### src/rtl/mips_bus_pkg.sv
// Shared types and default widths for the MIPS core memory bus.
// Used by the IF/DM memory arbiter and anything else that sits on the core-to-RAM path.
package mips_bus_pkg;

    localparam int ADDR_W_DEF  = 32;
    localparam int DATA_W_DEF  = 32;
    localparam int MEM_LAT_DEF = 1;

    // Latency counter width; covers the full 1..15 RAM latency range.
    localparam int CNT_W = 4;

    typedef enum logic [1:0] {
        IDLE,
        WAIT,
        RESP
    } arb_state_t;

    typedef enum logic [1:0] {
        NONE,
        IF,
        DM
    } arb_owner_t;

endpackage

### src/rtl/mem_arbiter.sv
// Single-port RAM arbiter between instruction fetch and data memory, DM has priority.
// Each access runs grant -> fixed-latency wait -> one-cycle ack, then returns to idle.
module mem_arbiter
    import mips_bus_pkg::*;
#(
    parameter int ADDR_W  = ADDR_W_DEF,
    parameter int DATA_W  = DATA_W_DEF,
    parameter int MEM_LAT = MEM_LAT_DEF
) (
    input  logic                clk,
    input  logic                rst,

    input  logic                if_req,
    input  logic [ADDR_W-1:0]   if_addr,
    output logic [DATA_W-1:0]   if_rdata,
    output logic                if_ack,
    output logic                if_stall,

    input  logic                dm_req,
    input  logic                dm_we,
    input  logic [DATA_W/8-1:0] dm_be,
    input  logic [ADDR_W-1:0]   dm_addr,
    input  logic [DATA_W-1:0]   dm_wdata,
    output logic [DATA_W-1:0]   dm_rdata,
    output logic                dm_ack,
    output logic                dm_stall,

    output logic                mem_en,
    output logic                mem_we,
    output logic [DATA_W/8-1:0] mem_be,
    output logic [ADDR_W-1:0]   mem_addr,
    output logic [DATA_W-1:0]   mem_wdata,
    input  logic [DATA_W-1:0]   mem_rdata
);

    arb_state_t       state_q;
    arb_owner_t       owner_q;
    logic [CNT_W-1:0] cnt_q;

    assign if_stall = if_req & ~if_ack;
    assign dm_stall = dm_req & ~dm_ack;

    always_ff @(posedge clk) begin
        if (!rst) begin
            state_q   <= IDLE;
            owner_q   <= NONE;
            cnt_q     <= '0;
            mem_en    <= 1'b0;
            mem_we    <= 1'b0;
            mem_be    <= '0;
            mem_addr  <= '0;
            mem_wdata <= '0;
            if_ack    <= 1'b0;
            dm_ack    <= 1'b0;
            if_rdata  <= '0;
            dm_rdata  <= '0;
        end else begin
            // mem_en and the acks are single-cycle pulses; the rest of the command holds.
            mem_en <= 1'b0;
            if_ack <= 1'b0;
            dm_ack <= 1'b0;

            case (state_q)
                IDLE: begin
                    if (dm_req) begin
                        owner_q   <= DM;
                        mem_en    <= 1'b1;
                        mem_we    <= dm_we;
                        mem_be    <= dm_be;
                        mem_addr  <= dm_addr;
                        mem_wdata <= dm_wdata;
                        cnt_q     <= CNT_W'(MEM_LAT);
                        state_q   <= WAIT;
                    end else if (if_req) begin
                        owner_q  <= IF;
                        mem_en   <= 1'b1;
                        mem_we   <= 1'b0;
                        mem_be   <= '0;
                        mem_addr <= if_addr;
                        cnt_q    <= CNT_W'(MEM_LAT);
                        state_q  <= WAIT;
                    end
                end

                WAIT: begin
                    if (cnt_q == '0) begin
                        if (owner_q == DM) begin
                            dm_rdata <= mem_rdata;
                            dm_ack   <= 1'b1;
                        end else if (owner_q == IF) begin
                            if_rdata <= mem_rdata;
                            if_ack   <= 1'b1;
                        end
                        state_q <= RESP;
                    end else begin
                        cnt_q <= cnt_q - 1'b1;
                    end
                end

                // Requests are ignored here so a still-held request cannot re-issue.
                RESP: begin
                    owner_q <= NONE;
                    state_q <= IDLE;
                end

                default: begin
                    owner_q <= NONE;
                    state_q <= IDLE;
                end
            endcase
        end
    end

endmodule
### config.mk
export PLATFORM = sky130hd
export DESIGN_NAME = mem_arbiter
export DESIGN_NICKNAME = d
export VERILOG_FILES = /design/src/rtl/mips_bus_pkg.sv /design/src/rtl/mem_arbiter.sv
export SDC_FILE = /design/constraint.sdc
export NUM_CORES = 1
export LEC_CHECK = 0
export ABC_AREA = 0
export BUFFER_PORTS_ARGS = -buffer_cell sky130_fd_sc_hd__buf_2
export CAP_MARGIN = 10
export CORE_ASPECT_RATIO = 1.2
export CORE_UTILIZATION = 50
export DETAILED_ROUTE_END_ITERATION = 10
export PLACE_DENSITY = 0.86
export SYNTH_ARGS = -nofsm -noshare
export SYNTH_HDL_FRONTEND = slang
export SYNTH_SLANG_ARGS = --single-unit
### constraint.sdc
create_clock -name clk -period 3.2 [get_ports clk]
set_input_delay 0.48 -clock clk [delete_from_list [all_inputs] [get_ports clk]]
set_output_delay 0.48 -clock clk [all_outputs]
set_load 0.02 [all_outputs]
==> run_results.csv <==
group,metric,value,unit
sta,fmax,0.522,GHz
sta,skew,0.00915,ns
cts,cts_tree,"built",
floorplan,boundaryPins,275,
cts,cts.sinks,144,
global_route,antenna_found_initial,0,
sta,fin_setup_tns,0,ns
layout,fin_nets,1003,
layout,layout_common_cells,"buf_2 (274), nand2_1 (168), dfxtp_1 (144)",
route,drcViolationCount,0,
logic_synthesis,yosysSeqAreaShare,0.503,
layout,num_antenna_cells,0,
route,num_vias,5163,
power,netSwitchingFraction,0.277,
sta,hold_viol,0,
layout,n_fill_cell,877,
logic_synthesis,synth_seq_cells,144,
power,p_int,0.00341,W
sta,worstMarginPinSlew,0.928,ns
sta,rsz0062_at_grt,"no",
floorplan,rows,42,
global_route,overflow,0,
sta,finalMaxSlewViolations,0,
route,via_per_inst,5.01,
logic_synthesis,yosysWarnings,0,
setup_path,worstPathRequired,3.46,ns
layout,drive_gt1_frac,0.371,
setup_path,crit_start,"state_q[0]$_SDFFE_PN0P_",
cts,cts_buffers,17,
setup_path,rr_startpoint,"state_q[0]$_SDFFE_PN0P_",
cts,htreeDepth,4,
cts,clk_pin_slew,0.06,ns
cts,ctsResizeCount,0,
setup_path,worstPathArrival,2.18,ns
logic_synthesis,ys_types,34,
floorplan,coreArea,11100,um^2
setup_path,path_class,"reg2reg",
sta,worst_slack,1.28,ns
floorplan,die_h,119,um
setup_path,setup.worst_path.start_class,"flop",
setup_path,cp-end-kind,"flop",
global_route,grt_pass1_wl,22700,um
route,drt_iter0_drc,135,
placed_design,dpl.hpwl,10300,um
route,wire_per_inst,13.9,um
global_route,grtUsageTotal,0.241,
layout,final_common_cell,"buf_2",
sta,period_share,0.599,
layout,area_growth,34.1,%
floorplan,dieWidth,99.7,um
power,clkPwrFrac,0.402,
logic_synthesis,synth_edf_count,0,
placed_design,port_buffers,274,
logic_synthesis,syn_nets,749,
power,p_sw,0.00131,W
cts,root_buffer,"clkbuf_16",
setup_path,crit_fanout,32,
sta,period_minus_slack,1.92,ns
floorplan,initial_core_util,0.516,
logic_synthesis,synth_ff_type,"dfxtp_1",
job,drv_cap,0,
cts,insertion_delay,0.41,ns
hold_path,hold_path_class,"in2reg",
power,combinationalPowerShare,0.174,
setup_path,reg2reg_setup_slack,1.28,ns
logic_synthesis,synth-async-reset-ratio,0,
sta,slew_headroom,0.381,
placed_design,gp_congestion,0.783,
power,ir_worst_vdd,280,uV
setup_path,r2r_cells,4,
cts,cts_hold_buffers,0,
global_route,grt_max_degree,101,
global_route,grt_pass1_vias,4929,
route,drt-total-wl,14400,um
run_status,status,"finished clean",
route,dr.pass1.iters,7,
setup_path,reg2reg_to,"if_rdata[29]$_SDFFE_PN0P_",
placed_design,placedCellCount,999,
placed_design,place_worst_setup_slack,1.28,ns
cts,postCtsSetupBuffers,0,
power,p_per_area,614,nW/um^2
layout,final_cells,1031,
power,p_seq_frac,0.425,
setup_path,critPathCapture,"if_rdata[29]$_SDFFE_PN0P_",
logic_synthesis,synthCells,610,
power,leakagePower,4.10,nW
logic_synthesis,syn_area,5730,um^2
route,antenna_left,0,
floorplan,die-area,11900,um^2
logic_synthesis,syn_avg_cell_area,9.39,um^2
sta,setup_violations,0,
cts,clk_path_buf_depth,2,
-- cell usage after synthesis, types with 4 or more instances --
cell type  count  area, um^2
nand2_1      168         631
dfxtp_1      144        2880
mux2i_1       96         961
a21oi_1       72         360
a211oi_1      33         248
buf_2         23         115
clkbuf_1      18        67.6
buf_6          6        67.6
nor2b_1        5        31.3
o21ai_0        5        25.0
inv_1          4        15.0
-- state kept, by name, summed over array words and instances, names as in the netlist --
signal / count
mem_wdata: 32
if_ack: 1
dm_ack: 1
if_rdata: 32
cnt_q: 4
state_q: 2
mem_en: 1
dm_rdata: 32
mem_be: 4
mem_addr: 32
owner_q: 2
mem_we: 1
-- routing by layer --
metal,wire length [um],up-vias,GRT usage
met5,0,-,0
met4,382,0,0.108
met3,704,35,0.0710
met2,7760,179,0.441
met1,5520,2354,0.250
li1,-,2595,-
-- critical path, cell delays in order, from the launching register on --
cell and delay [ns]:
dfxtp_1 0.52, nor2b_1 0.57, nand4b_4 0.13, buf_4 0.32
mux2i_1 0.20
-- through the flow --
| stage | utilization | total power, W | cell area (um^2) | hold WS, ns |
|---|---|---|---|---|
| after floorplan | - | 0.00258 | 5730 | 0.498 |
| after global placement | 0.640 | 0.00284 | 7100 | 0.439 |
| after detailed placement | 0.640 | 0.00286 | 7100 | 0.443 |
| after CTS | 0.693 | 0.00475 | 7680 | 0.291 |
| after global routing | 0.693 | 0.00492 | 7680 | 0.295 |
| final | 0.693 | 0.00471 | 7680 | 0.303 |
-- power by group through the flow --
| stage | sequential, W | clock [W] | combinational (W) |
|---|---|---|---|
| after CTS | 0.00200 | 0.00192 | 0.000823 |
| after global placement | 0.00203 | 0 | 0.000808 |
| after detailed placement | 0.00204 | 0 | 0.000821 |
| after floorplan | 0.00217 | 0 | 0.000411 |
| final | 0.00200 | 0.00189 | 0.000818 |
| after global routing | 0.00202 | 0.00201 | 0.000892 |
-- area by class of cell --
class	count	area, um^2	area share
Tap cell	154	193	0.0251
Clock buffer	24	502	0.0653
Sequential cell	144	2880	0.375
Clock inverter	8	78.8	0.0103
Multi-Input combinational cell	412	2550	0.333
Timing Repair Buffer	285	1450	0.189
Inverter	4	15.0	0.00196
-- worst min path at each step --
stage	startpoint	endpoint	cells past startpoint
after floorplan	cnt_q[0]$_SDFFE_PN0P_	cnt_q[0]$_SDFFE_PN0P_	1
after global placement	mem_wdata[8]$_SDFFE_PN0P_	mem_wdata[8]$_SDFFE_PN0P_	2
after detailed placement	mem_wdata[2]$_SDFFE_PN0P_	mem_wdata[2]$_SDFFE_PN0P_	2
after CTS	dm_wdata[16]	mem_wdata[16]$_SDFFE_PN0P_	3
after global routing	dm_wdata[15]	mem_wdata[15]$_SDFFE_PN0P_	3
final	dm_wdata[16]	mem_wdata[16]$_SDFFE_PN0P_	3
-- cell families after synthesis --
group | count (synthesis) | synth area share
adders and majority gates | 2 | 0.00437
DFF | 144 | 0.503
and+or+nand+nor | 197 | 0.154
muxes | 96 | 0.168
buffers and inverters | 54 | 0.0503
AOI/OAI and AO/OA | 117 | 0.120
No activity file was read; power rests on OpenSTA's default activity.
